File: src/rtl/i2c_target_regfile.sv
// I2C target exposing DEPTH 8-bit registers through an auto-incrementing pointer; optional glitch filter via `I2C_TARGET_REGFILE_FILTER_EN.
// Latency: pads reach edge detection after a 2-FF sync (+2 clk with the filter); sda_oe moves 1 clk after the synchronized SCL fall.
// Backpressure: none; the controller paces the bus and ACK/NACK is the only flow control.
module i2c_target_regfile #(
  parameter logic [6:0] I2C_ADDR = 7'h50,
  parameter int         DEPTH    = 16,
  parameter int         PW       = $clog2(DEPTH)
) (
  input  logic          clk,
  input  logic          rst,
  input  logic          scl_i,
  input  logic          sda_i,
  output logic          sda_oe,
  output logic          wr_stb,
  output logic [PW-1:0] wr_ptr,
  output logic [7:0]    wr_data,
  input  logic [PW-1:0] host_addr,
  output logic [7:0]    host_data,
  output logic          busy
);

  typedef enum logic [3:0] {
    IDLE, ADDR, ADDR_ACK, PTR, PTR_ACK, WDATA, WDATA_ACK, RDATA, RD_ACK, WAIT
  } state_t;

  state_t        state, state_nxt;
  logic [1:0]    scl_sync, sda_sync;
  logic          scl_s, sda_s, scl_q, sda_q;
  logic          scl_rise, scl_fall, start, stop;
  logic [7:0]    shift;
  logic [3:0]    cnt;
  logic          cnt_done;
  logic          mack_sda;
  logic [PW-1:0] ptr, ptr_inc;
  logic [7:0]    regs [DEPTH];
  logic          addr_match, wr_commit;
  logic [7:0]    wr_byte;

  // Two-flop synchronizers; reset to 1 so the bus looks idle
  always_ff @(posedge clk or posedge rst) begin
    if (rst) begin
      scl_sync <= 2'b11;
      sda_sync <= 2'b11;
    end else begin
      scl_sync <= {scl_sync[0], scl_i};
      sda_sync <= {sda_sync[0], sda_i};
    end
  end

`ifdef I2C_TARGET_REGFILE_FILTER_EN
  logic [1:0] scl_hist, sda_hist;
  logic       scl_flt, sda_flt;

  function automatic logic maj3(input logic a, input logic b, input logic c);
    return (a & b) | (a & c) | (b & c);
  endfunction

  // 3-sample majority vote: a level must persist two samples to pass, so single-clk pulses vanish
  always_ff @(posedge clk or posedge rst) begin
    if (rst) begin
      scl_hist <= 2'b11;
      sda_hist <= 2'b11;
      scl_flt  <= 1'b1;
      sda_flt  <= 1'b1;
    end else begin
      scl_hist <= {scl_hist[0], scl_sync[1]};
      sda_hist <= {sda_hist[0], sda_sync[1]};
      scl_flt  <= maj3(scl_sync[1], scl_hist[0], scl_hist[1]);
      sda_flt  <= maj3(sda_sync[1], sda_hist[0], sda_hist[1]);
    end
  end

  assign scl_s = scl_flt;
  assign sda_s = sda_flt;
`else
  assign scl_s = scl_sync[1];
  assign sda_s = sda_sync[1];
`endif

  // Previous-sample registers for edge and START/STOP detection
  always_ff @(posedge clk or posedge rst) begin
    if (rst) begin
      scl_q <= 1'b1;
      sda_q <= 1'b1;
    end else begin
      scl_q <= scl_s;
      sda_q <= sda_s;
    end
  end

  assign scl_rise   = scl_s & ~scl_q;
  assign scl_fall   = ~scl_s & scl_q;
  assign start      = scl_s & scl_q & sda_q & ~sda_s;
  assign stop       = scl_s & scl_q & ~sda_q & sda_s;
  assign cnt_done   = (cnt == 4'd8);
  assign addr_match = (shift[7:1] == I2C_ADDR);
  assign ptr_inc    = ptr + PW'(1);
  assign wr_byte    = {shift[6:0], sda_s};
  assign wr_commit  = (state == WDATA) && scl_rise && (cnt == 4'd7) && !start && !stop;
  assign host_data  = regs[host_addr];

  // FSM state register
  always_ff @(posedge clk or posedge rst) begin
    if (rst) state <= IDLE;
    else     state <= state_nxt;
  end

  // FSM next state: bus conditions override everything, bytes advance on the SCL fall after bit 8
  always_comb begin
    state_nxt = state;
    if (stop) begin
      state_nxt = IDLE;
    end else if (start) begin
      state_nxt = ADDR;
    end else begin
      case (state)
        ADDR:      if (scl_fall && cnt_done) state_nxt = addr_match ? ADDR_ACK : WAIT;
        ADDR_ACK:  if (scl_fall) state_nxt = shift[0] ? RDATA : PTR;
        PTR:       if (scl_fall && cnt_done) state_nxt = PTR_ACK;
        PTR_ACK:   if (scl_fall) state_nxt = WDATA;
        WDATA:     if (scl_fall && cnt_done) state_nxt = WDATA_ACK;
        WDATA_ACK: if (scl_fall) state_nxt = WDATA;
        RDATA:     if (scl_fall && cnt_done) state_nxt = RD_ACK;
        RD_ACK:    if (scl_fall) state_nxt = mack_sda ? WAIT : RDATA;
        default:   state_nxt = state;
      endcase
    end
  end

  // FSM output: pull SDA for our ACK slots and for zero bits of read data
  always_comb begin
    sda_oe = 1'b0;
    case (state)
      ADDR_ACK, PTR_ACK, WDATA_ACK: sda_oe = 1'b1;
      RDATA:                        sda_oe = ~shift[7];
      default:                      sda_oe = 1'b0;
    endcase
  end

  // Datapath: bit capture/shift-out, pointer, register file and write strobe
  always_ff @(posedge clk or posedge rst) begin
    if (rst) begin
      shift    <= '0;
      cnt      <= '0;
      mack_sda <= 1'b1;
      ptr      <= '0;
      wr_stb   <= 1'b0;
      wr_ptr   <= '0;
      wr_data  <= '0;
      busy     <= 1'b0;
      for (int i = 0; i < DEPTH; i++) regs[i] <= '0;
    end else begin
      wr_stb <= 1'b0;
      if (start || stop) begin
        cnt <= '0;
      end else begin
        case (state)
          ADDR, PTR, WDATA: begin
            if (scl_rise && !cnt_done) begin
              shift <= wr_byte;
              cnt   <= cnt + 4'd1;
            end
          end
          RDATA: begin
            if (scl_rise && !cnt_done) cnt <= cnt + 4'd1;
            if (scl_fall && !cnt_done) shift <= {shift[6:0], 1'b0};
          end
          RD_ACK: if (scl_rise) mack_sda <= sda_s;
          default: ;
        endcase
        // Every byte or ACK phase starts counting from zero
        if (state_nxt != state) cnt <= '0;
      end

      if (state == PTR && state_nxt == PTR_ACK) ptr <= shift[PW-1:0];

      if (wr_commit) begin
        regs[ptr] <= wr_byte;
        wr_stb    <= 1'b1;
        wr_ptr    <= ptr;
        wr_data   <= wr_byte;
        ptr       <= ptr_inc;
      end

      if (state == ADDR_ACK && state_nxt == RDATA) shift <= regs[ptr];

      if (state == RD_ACK && state_nxt == RDATA) begin
        ptr   <= ptr_inc;
        shift <= regs[ptr_inc];
      end

      if (stop) busy <= 1'b0;
      else if (state == ADDR && state_nxt == ADDR_ACK) busy <= 1'b1;
    end
  end

endmodule

File: config.mk
export PLATFORM = sky130hd
export DESIGN_NAME = i2c_target_regfile
export DESIGN_NICKNAME = d
export VERILOG_FILES = /design/src/rtl/i2c_target_regfile.sv
export SDC_FILE = /design/constraint.sdc
export NUM_CORES = 1
export LEC_CHECK = 0
export ABC_AREA = 1
export BUFFER_PORTS_ARGS = -buffer_cell sky130_fd_sc_hd__buf_4
export CORE_AREA = 5 5 223 117
export CTS_BUF_LIST = sky130_fd_sc_hd__clkbuf_8
export DETAILED_ROUTE_END_ITERATION = 16
export DIE_AREA = 0 0 228 122
export GPL_ROUTABILITY_DRIVEN = 0
export MAX_ROUTING_LAYER = met4
export PLACE_DENSITY = 0.67
export SLEW_MARGIN = 20
export SYNTH_ARGS = -nofsm -noshare
export SYNTH_HDL_FRONTEND = slang
export SYNTH_SLANG_ARGS = --single-unit
export TNS_END_PERCENT = 100
File: constraint.sdc
create_clock -name clk -period 11.9 [get_ports clk]
set_input_delay 0.595 -clock clk [delete_from_list [all_inputs] [get_ports clk]]
set_output_delay 0.595 -clock clk [all_outputs]
set_load 0.05 [all_outputs]
==> results of run 1 <==
registers in the layout, indices dropped and copies added, names as in the netlist, 2 cells and up:
signal    flops
regs        128
shift         8
wr_data       8
cnt           4
ptr           4
state         4
wr_ptr        4
scl_sync      2
sda_sync      2
layout by cell type, fill, tap and decap left out:
master	n
a211oi_1	1
a21oi_1	154
and2_1	1
buf_4	40
bufinv_16	2
clkbuf_8	19
clkinv_1	4
clkinv_2	2
clkinv_4	3
clkinvlp_4	3
dfrtp_1	161
dfrtp_4	1
dfstp_2	7
ha_1	6
inv_1	116
inv_2	4
inv_4	1
inv_6	4
nand2_1	348
nand2_2	2
nand3_1	78
nand3_2	6
nand3_4	10
nand4_1	11
nor2_1	66
nor2_2	1
nor2_4	1
nor3_1	1
nor3_2	1
nor3b_1	2
o211ai_1	36
o21a_1	1
o21ai_0	241
o21ai_1	88
o21ai_2	5
o21bai_1	1
o221ai_1	10
xnor2_4	1
xor2_1	3
xor2_2	1
area by class of cell:
class,instances,area share
Multi-Input combinational cell,1076,0.476
Sequential cell,169,0.381
Inverter,126,0.0433
Tap cell,322,0.0362
Timing Repair Buffer,40,0.0270
Clock buffer,19,0.0235
Clock inverter,13,0.0129
metal layers:
metal	global-route usage	up-vias	wire length (um)
met5	-	-	0
met4	0.0763	0	762
met3	0.105	58	5540
met2	0.314	651	12800
met1	0.406	4806	16700
li1	-	4864	-
worst max-delay path by stage:
stage / depth (start not counted) / to / slack [ns]
after CTS: 13 / shift[2] / 8.20
final: 13 / shift[3] / 8.04
after detailed placement: 13 / shift[2] / 8.21
after global placement: 13 / shift[2] / 8.31
after global routing: 13 / shift[3] / 7.79
after floorplan: 1 / busy / 6.74
cell families after synthesis:
group                    after synthesis
AO/OA/AOI/OAI                        537
buffers and inverters                234
AND/OR/NAND/NOR                      528
adder cells (fa/ha/maj)                6
flip-flops                           169
XOR/XNOR                               5
critical path: cells and delay by family, from the launching register on:
| family | cells | cell delay (ns) |
|---|---|---|
| AO/OA/AOI/OAI | 2 | 0.34 |
| adder cells (fa/ha/maj) | 1 | 0.48 |
| buffers and inverters | 4 | 1.66 |
| flip-flops | 1 | 0.83 |
| AND/OR/NAND/NOR | 6 | 0.45 |
metrics by stage:
step           total power, mW  instance area (um^2)  hold slack, ns
6_report                  1.36                 11100           0.116
5_1_grt                   1.42                 11100           0.135
4_1_cts                   1.36                 11100           0.108
3_5_place_dp             0.924                 10700           0.350
3_3_place_gp             0.924                 10700           0.348
2_1_floorplan            0.822                 10500           0.345
power groups by stage:
stage / Clock, mW / Combinational [mW] / Sequential, mW
final: 0.438 / 0.310 / 0.613
after global routing: 0.469 / 0.334 / 0.615
after CTS: 0.444 / 0.302 / 0.612
after detailed placement: 0 / 0.301 / 0.623
after global placement: 0 / 0.301 / 0.623
after floorplan: 0 / 0.199 / 0.623
==> results.json, run 1 <==
{
  "die_x_um": 228,
  "setup_viol": 0,
  "routed_wl_um": 35800,
  "syn_area_per_cell_um2": 7.10,
  "synth_ff_type": "dfrtp_1",
  "fillers": 2507,
  "clock_latency_ns": 0.52,
  "dp_cells": 1733,
  "via_per_inst": 5.88,
  "syn_nets": 1493,
  "fmax_mhz": 259,
  "grt_pass1_wl_um": 55600,
  "ctsHtreeMaxLevel": 4,
  "grt_overflow": 0,
  "p_per_area_nw_per_um2": 122,
  "die_h_um": 122,
  "cp_cell_sequence": "clkinv_2, ha_1, buf_4, inv_1, a21oi_1, o21ai_0, nand3_1, nand3_1, nand3_1, nand2_1, inv_1, nand2_1, nand2_1",
  "max_slew.worst_pin.slew_ns": 1.09,
  "path_clk_slew_ns": 0.10,
  "final_core_util": 0.459,
  "hpwl_um": 23800,
  "synth_fa_ha_area_frac": 0.00715,
  "clkPwrFrac": 0.322,
  "fin_ws_ns": 8.04,
  "combPwrFrac": 0.228,
  "clock-sinks": 169,
  "maxSlewHeadroom": 0.274,
  "synth_seq_cells": 169,
  "cap_violations": 0,
  "portBuffers": 30,
  "reg2regPathDepth": 13,
  "crit_required_ns": 12.34,
  "die_area_um2": 27800,
  "antenna_found_initial": 0,
  "swShare": 0.369,
  "post_cts_buffers": 0,
  "crit_arrival_ns": 4.31,
  "post_synth_mux_area_share": 0,
  "rsz0062_at_grt": "false",
  "drt_iter0_drc": 1752,
  "setup_tns_ns": 0,
  "synth_edf_count": 0,
  "hold_viol": 0,
  "async_reset_ff_frac": 1.00,
  "synth_top_area_frac": 0.386,
  "layout-drive-gt1-share": 0.0790,
  "synth_cell_types": 36,
  "cp_slowest_cell": "dfrtp_4",
  "fin_skew_ns": 0.0181,
  "grt_start_max_net_pins": 91,
  "ir_drop_uv": 90.6,
  "rows": 41,
  "vias": 10400,
  "cts_tree": "yes",
  "path_max_fanout": 65,
  "synth_compound_area_frac": 0.271,
  "status": "finished clean",
  "wl_per_cell_um": 20.3,
  "synth_xor_area_frac": 0.00489,
  "antenna_cells": 0,
  "max_stage_delay_ns": 0.83,
  "fin_nets": 1444,
  "reg2reg_from": "ptr[0]",
  "ctsRootBufferMaster": "clkbuf_8",
  "leakagePower_nw": 4.70,
  "intPower_uw": 858,
  "path_class": "reg -> reg",
  "place_ws_ns": 8.21,
  "ioPinCount": 31,
  "start_kind": "flip-flop",
  "initial_core_util": 0.433,
  "yosys.area_share.simple": 0.220,
  "track_usage": 0.267,
  "r2r_setup_slack_ns": 8.04,
  "multi_input_area_um2": 5300,
  "hold_class": "in -> async",
  "cts_hold_buffers": 0,
  "clk_path_buf_depth": 2,
  "end_kind": "flip-flop",
  "drtAntennaViolNets": 0,
  "seqPwrFrac": 0.450,
  "synth_top_family_by_area": "compound AO/OA/AOI/OAI gates",
  "ff_latch_area_um2": 4240,
  "yosysWarnings": 0,
  "numCtsBuffers": 17,
  "net-switching-power_uw": 503,
  "r2r_end": "shift[3]",
  "synth_commonest_cells": "nand2_1 (348), o21ai_0 (241), dfrtp_1 (162)",
  "syn_area_um2": 10500,
  "yosysMostFrequentCell": "nand2_1",
  "slew_viol_final": 0,
  "startpoint": "ptr[0]",
  "ys_seq_area_frac": 0.404,
  "period_share": 0.325,
  "grt_pass1_vias": 9185,
  "stdcell_count": 1765,
  "firstDrtPassIters": 5,
  "synthCells": 1479,
  "core_um2": 24300,
  "drc_errors": 0,
  "synth_area_leader_cell": "dfrtp_1",
  "cts_resized": 0,
  "syn_to_final_growth_pct": 6.02,
  "ys_top_cells_by_area": "dfrtp_1 (39%), nand2_1 (12%), o21ai_0 (11%), a21oi_1 (7.3%), o21ai_1 (4.2%)",
  "layout_min_cycle_time_ns": 3.86
}
Note: power is estimated with default switching activity, not from simulation.
==> inputs of run 2 (changes only) <==
--- a/config.mk
+++ b/config.mk
@@ -13,7 +13,7 @@
 export DIE_AREA = 0 0 228 122
 export GPL_ROUTABILITY_DRIVEN = 0
 export MAX_ROUTING_LAYER = met4
-export PLACE_DENSITY = 0.67
+export PLACE_DENSITY = 0.69
 export SLEW_MARGIN = 20
 export SYNTH_ARGS = -nofsm -noshare
 export SYNTH_HDL_FRONTEND = slang
==> constraint.sdc (replaced) <==
create_clock -name clk -period 3.3 [get_ports clk]
set_input_delay 0.165 -clock clk [delete_from_list [all_inputs] [get_ports clk]]
set_output_delay 0.165 -clock clk [all_outputs]
set_load 0.05 [all_outputs]
==> results.json, run 2 (synthesis gave the netlist of run 1 again) <==
{
  "period_share": 0.822,
  "path_class": "reg -> reg",
  "net-switching-power_mw": 1.84,
  "grt_overflow": 0,
  "firstDrtPassIters": 8,
  "ioPinCount": 31,
  "end_kind": "flip-flop",
  "leakagePower_nw": 4.84,
  "ctsHtreeMaxLevel": 4,
  "swShare": 0.361,
  "core_um2": 24300,
  "cts_tree": "yes",
  "cap_violations": 0,
  "setup_tns_ns": 0,
  "ff_latch_area_um2": 4240,
  "die_area_um2": 27800,
  "portBuffers": 30,
  "initial_core_util": 0.433,
  "syn_to_final_growth_pct": 8.22,
  "die_h_um": 122,
  "numCtsBuffers": 17,
  "final_core_util": 0.468,
  "drc_errors": 0,
  "hold_viol": 0,
  "clk_path_buf_depth": 2,
  "via_per_inst": 5.88,
  "stdcell_count": 1790,
  "fillers": 2399,
  "die_x_um": 228,
  "antenna_cells": 0,
  "maxSlewHeadroom": 0.458,
  "drtAntennaViolNets": 0,
  "fin_nets": 1469,
  "top_regs": "regs x128, shift x8, wr_data x8",
  "seqPwrFrac": 0.434,
  "wl_per_cell_um": 20.0,
  "vias": 10500,
  "intPower_mw": 3.26,
  "status": "finished clean",
  "power_mw": 5.11,
  "rsz0062_at_grt": "false",
  "track_usage": 0.267,
  "largest_reg_flops": 128,
  "fin_skew_ns": 0.0237,
  "combPwrFrac": 0.232,
  "mostFrequentLayoutCells": "nand2_1 (348), o21ai_0 (241), dfrtp_1 (161)",
  "clkPwrFrac": 0.334,
  "slew_viol_final": 0,
  "top_register": "regs",
  "layout-drive-gt1-share": 0.0920,
  "final_common_cell": "nand2_1",
  "hpwl_um": 25400,
  "layout_min_cycle_time_ns": 2.71,
  "placed_area_um2": 10900,
  "start_kind": "flip-flop",
  "drt_iter0_drc": 1733,
  "post_cts_buffers": 0,
  "fmax_mhz": 369,
  "setup_viol": 0,
  "routed_wl_um": 35900,
  "design_area_um2": 11400,
  "multi_input_area_um2": 5290,
  "ctsRootBufferMaster": "clkbuf_8",
  "path_clk_slew_ns": 0.11,
  "grt_pass1_vias": 9328,
  "path_max_fanout": 31,
  "grt_start_max_net_pins": 79,
  "p_per_area_nw_per_um2": 449,
  "max_slew.worst_pin.slew_ns": 0.811,
  "grt_pass1_wl_um": 55400,
  "clock_latency_ns": 0.51,
  "dp_cells": 1755,
  "ir_drop_uv": 287,
  "clock-sinks": 169,
  "hold_class": "in -> async",
  "crit_required_ns": 3.69,
  "crit_arrival_ns": 3.10,
  "antenna_found_initial": 0,
  "rows": 41
}
run 2: repair_timing:
action                                 4_1_cts  5_1_grt
endpoints found under the hold margin       24        0
hold buffers                                 3        0
gates resized for setup                      0        0
run 2: final timing paths:
path	startpoint	end	slack [ns]	depth (start not counted)
worst min-delay path	rst	regs[39]	0.30	3
worst min register to register	sda_sync[0]	sda_sync[1]	0.37	0
worst max register to register	ptr[0]	shift[1]	0.59	10
worst max-delay path	ptr[0]	shift[1]	0.59	10
min in group clk	sda_i	sda_sync[0]	0.32	2
max in group asynchronous	rst	shift[2]	2.07	4
run 2: per-stage QoR:
step	hold slack, ns	setup WS [ns]
after floorplan	0.169	0.784
after global placement	0.277	0.718
after detailed placement	0.278	0.741
after CTS	0.284	0.689
after global routing	0.272	0.466
final	0.304	0.586
run 2: metal layers:
layer | track usage | vias up | routed length (um)
li1 | - | 4936 | -
met1 | 0.401 | 4882 | 16500
met2 | 0.336 | 678 | 13500
met3 | 0.107 | 35 | 5440
met4 | 0.0449 | 0 | 442
met5 | - | - | 0
run 2: worst max-delay path, stage by stage (launching register included):
cell and delay (ns):
dfrtp_4 0.63, ha_1 0.29, xnor2_2 0.63, buf_4 0.28
nand3_1 0.27, nand3_1 0.15, nand3_1 0.09, nand2_1 0.10
inv_1 0.06, nand2_1 0.05, nand2_1 0.04
run 2: final cells by class:
cell class	count	share of cell area
multi-input cells	1076	0.465
flip-flops and latches	169	0.373
repair buffers	65	0.0447
inverters	126	0.0423
well taps	322	0.0355
clock buffers	17	0.0206
clock inverters	15	0.0185
run 2: power by group through the flow:
stage / Sequential [mW] / Clock [mW] / Combinational (mW)
3_3_place_gp: 2.25 / 0 / 1.15
2_1_floorplan: 2.25 / 0 / 0.717
4_1_cts: 2.21 / 1.74 / 1.16
3_5_place_dp: 2.25 / 0 / 1.16
6_report: 2.22 / 1.70 / 1.19
5_1_grt: 2.23 / 1.83 / 1.29
==> inputs of run 3 (changes only) <==
==> constraint.sdc (replaced) <==
create_clock -name clk -period 2.3 [get_ports clk]
set_input_delay 0.115 -clock clk [delete_from_list [all_inputs] [get_ports clk]]
set_output_delay 0.115 -clock clk [all_outputs]
set_load 0.05 [all_outputs]
==> results.json, run 3 (synthesis gave the netlist of run 1 again) <==
{
  "layout-drive-gt1-share": 0.116,
  "final_common_cell": "nand2_1",
  "hold_class": "in -> async",
  "power_mw": 7.32,
  "clk_path_buf_depth": 2,
  "leakagePower_nw": 5.05,
  "routed_wl_um": 36600,
  "r2r_setup_slack_ns": 0.17,
  "path_max_fanout": 16,
  "seqPwrFrac": 0.438,
  "reg2regPathDepth": 8,
  "fin_skew_ns": 0.0204,
  "mostFrequentLayoutCells": "nand2_1 (348), o21ai_0 (240), dfrtp_1 (161)",
  "slew_viol_final": 0,
  "drt_iter0_drc": 1766,
  "ir_drop_uv": 379,
  "place_ws_ns": 0.272,
  "design_area_um2": 11800,
  "initial_core_util": 0.433,
  "hpwl_um": 25600,
  "top_regs": "regs x128, shift x8, wr_data x8",
  "grt_pass1_vias": 9517,
  "rows": 41,
  "hold_ws_ns": 0.202,
  "max_slew.worst_pin.slew_ns": 0.547,
  "die_area_um2": 27800,
  "end_kind": "flip-flop",
  "reg2reg_from": "state[2]",
  "path_class": "reg -> reg",
  "wl_per_cell_um": 20.1,
  "largest_reg_flops": 128,
  "vias": 10600,
  "startpoint": "state[2]",
  "maxSlewHeadroom": 0.633,
  "net-switching-power_mw": 2.66,
  "syn_to_final_growth_pct": 12.0,
  "cap_violations": 0,
  "fmax_mhz": 469,
  "cts_tree": "yes",
  "setup_viol": 0,
  "grt_pass1_wl_um": 57500,
  "crit_arrival_ns": 2.55,
  "clkPwrFrac": 0.323,
  "max_stage_delay_ns": 0.50,
  "cp_slowest_cell": "dfrtp_1",
  "cp_cell_sequence": "inv_2, nor2_4, nand2_2, nor3_2, nand2_2, inv_4, nand3_2, o21ai_0",
  "grt_overflow": 0,
  "core_um2": 24300,
  "fin_ws_ns": 0.170,
  "status": "finished clean",
  "portBuffers": 30,
  "start_kind": "flip-flop",
  "via_per_inst": 5.80,
  "combPwrFrac": 0.239,
  "drtAntennaViolNets": 0,
  "path_clk_slew_ns": 0.10,
  "hold_viol": 0,
  "firstDrtPassIters": 6,
  "ctsRootBufferMaster": "clkbuf_8",
  "grt_start_max_net_pins": 102,
  "period_share": 0.926,
  "drc_errors": 0,
  "antenna_found_initial": 1,
  "intPower_mw": 4.66,
  "die_x_um": 228,
  "swShare": 0.364,
  "layout_min_cycle_time_ns": 2.13,
  "crit_required_ns": 2.72,
  "clock-sinks": 169,
  "clock_latency_ns": 0.51,
  "ioPinCount": 31,
  "die_h_um": 122,
  "timing.critical_path.mode_cell": "nand2_2",
  "setup_tns_ns": 0,
  "placed_area_um2": 11300,
  "fin_nets": 1504,
  "top_register": "regs",
  "track_usage": 0.275,
  "numCtsBuffers": 17,
  "p_per_area_nw_per_um2": 622,
  "ctsHtreeMaxLevel": 4
}
-- run 3: final timing paths --
check                                   end
worst max-delay path               regs[89]
worst min-delay path              regs[103]
worst max register to register     regs[89]
worst min register to register  sda_sync[1]
max in group asynchronous          regs[11]
min in group clk                sda_sync[0]
-- run 3: worst max-delay path: cells and delay by family (launching register included) --
kind / cells / cell delay (ns)
simple gates: 5 / 0.86
flops: 1 / 0.50
buf+inv: 2 / 0.38
compound gates: 1 / 0.30
-- run 3: area by class of cell --
class,count,area [um^2]
Antenna cell,1,2.50
Fill cell,2396,12500
Clock buffer,19,262
Inverter,126,480
Tap cell,322,403
Multi-Input combinational cell,1076,5300
Sequential cell,169,4240
Clock inverter,13,165
Timing Repair Buffer,100,908
-- run 3: per-layer routing --
layer / vias up / global-route usage / share of wire / wire, um
met2: 675 / 0.331 / 0.36 / 13400
li1: 4993 / - / - / -
met3: 51 / 0.125 / 0.15 / 5560
met5: - / - / 0 / 0
met4: 0 / 0.0581 / 0.016 / 577
met1: 4878 / 0.409 / 0.47 / 17100
-- run 3: through the flow --
step | util | std cells
final | 0.485 | 1826
after detailed placement | 0.465 | 1790
after CTS | 0.484 | 1825
after global placement | 0.465 | 1790
after floorplan | - | 1479
after global routing | 0.485 | 1826
-- run 3: timing repair --
action / in CTS / in global routing
endpoints found under the hold margin: 20 / 0
hold buffers: 3 / 0
setup buffers: 0 / 0
endpoints found under the setup margin: 0 / 3
gates resized for setup: 0 / 4
-- run 3: power groups by stage --
stage / sequential [mW] / clock [mW] / combinational, mW
final: 3.20 / 2.36 / 1.75
after global routing: 3.21 / 2.53 / 1.92
after CTS: 3.19 / 2.41 / 1.69
after detailed placement: 3.24 / 0 / 1.69
after global placement: 3.24 / 0 / 1.67
after floorplan: 3.22 / 0 / 1.03
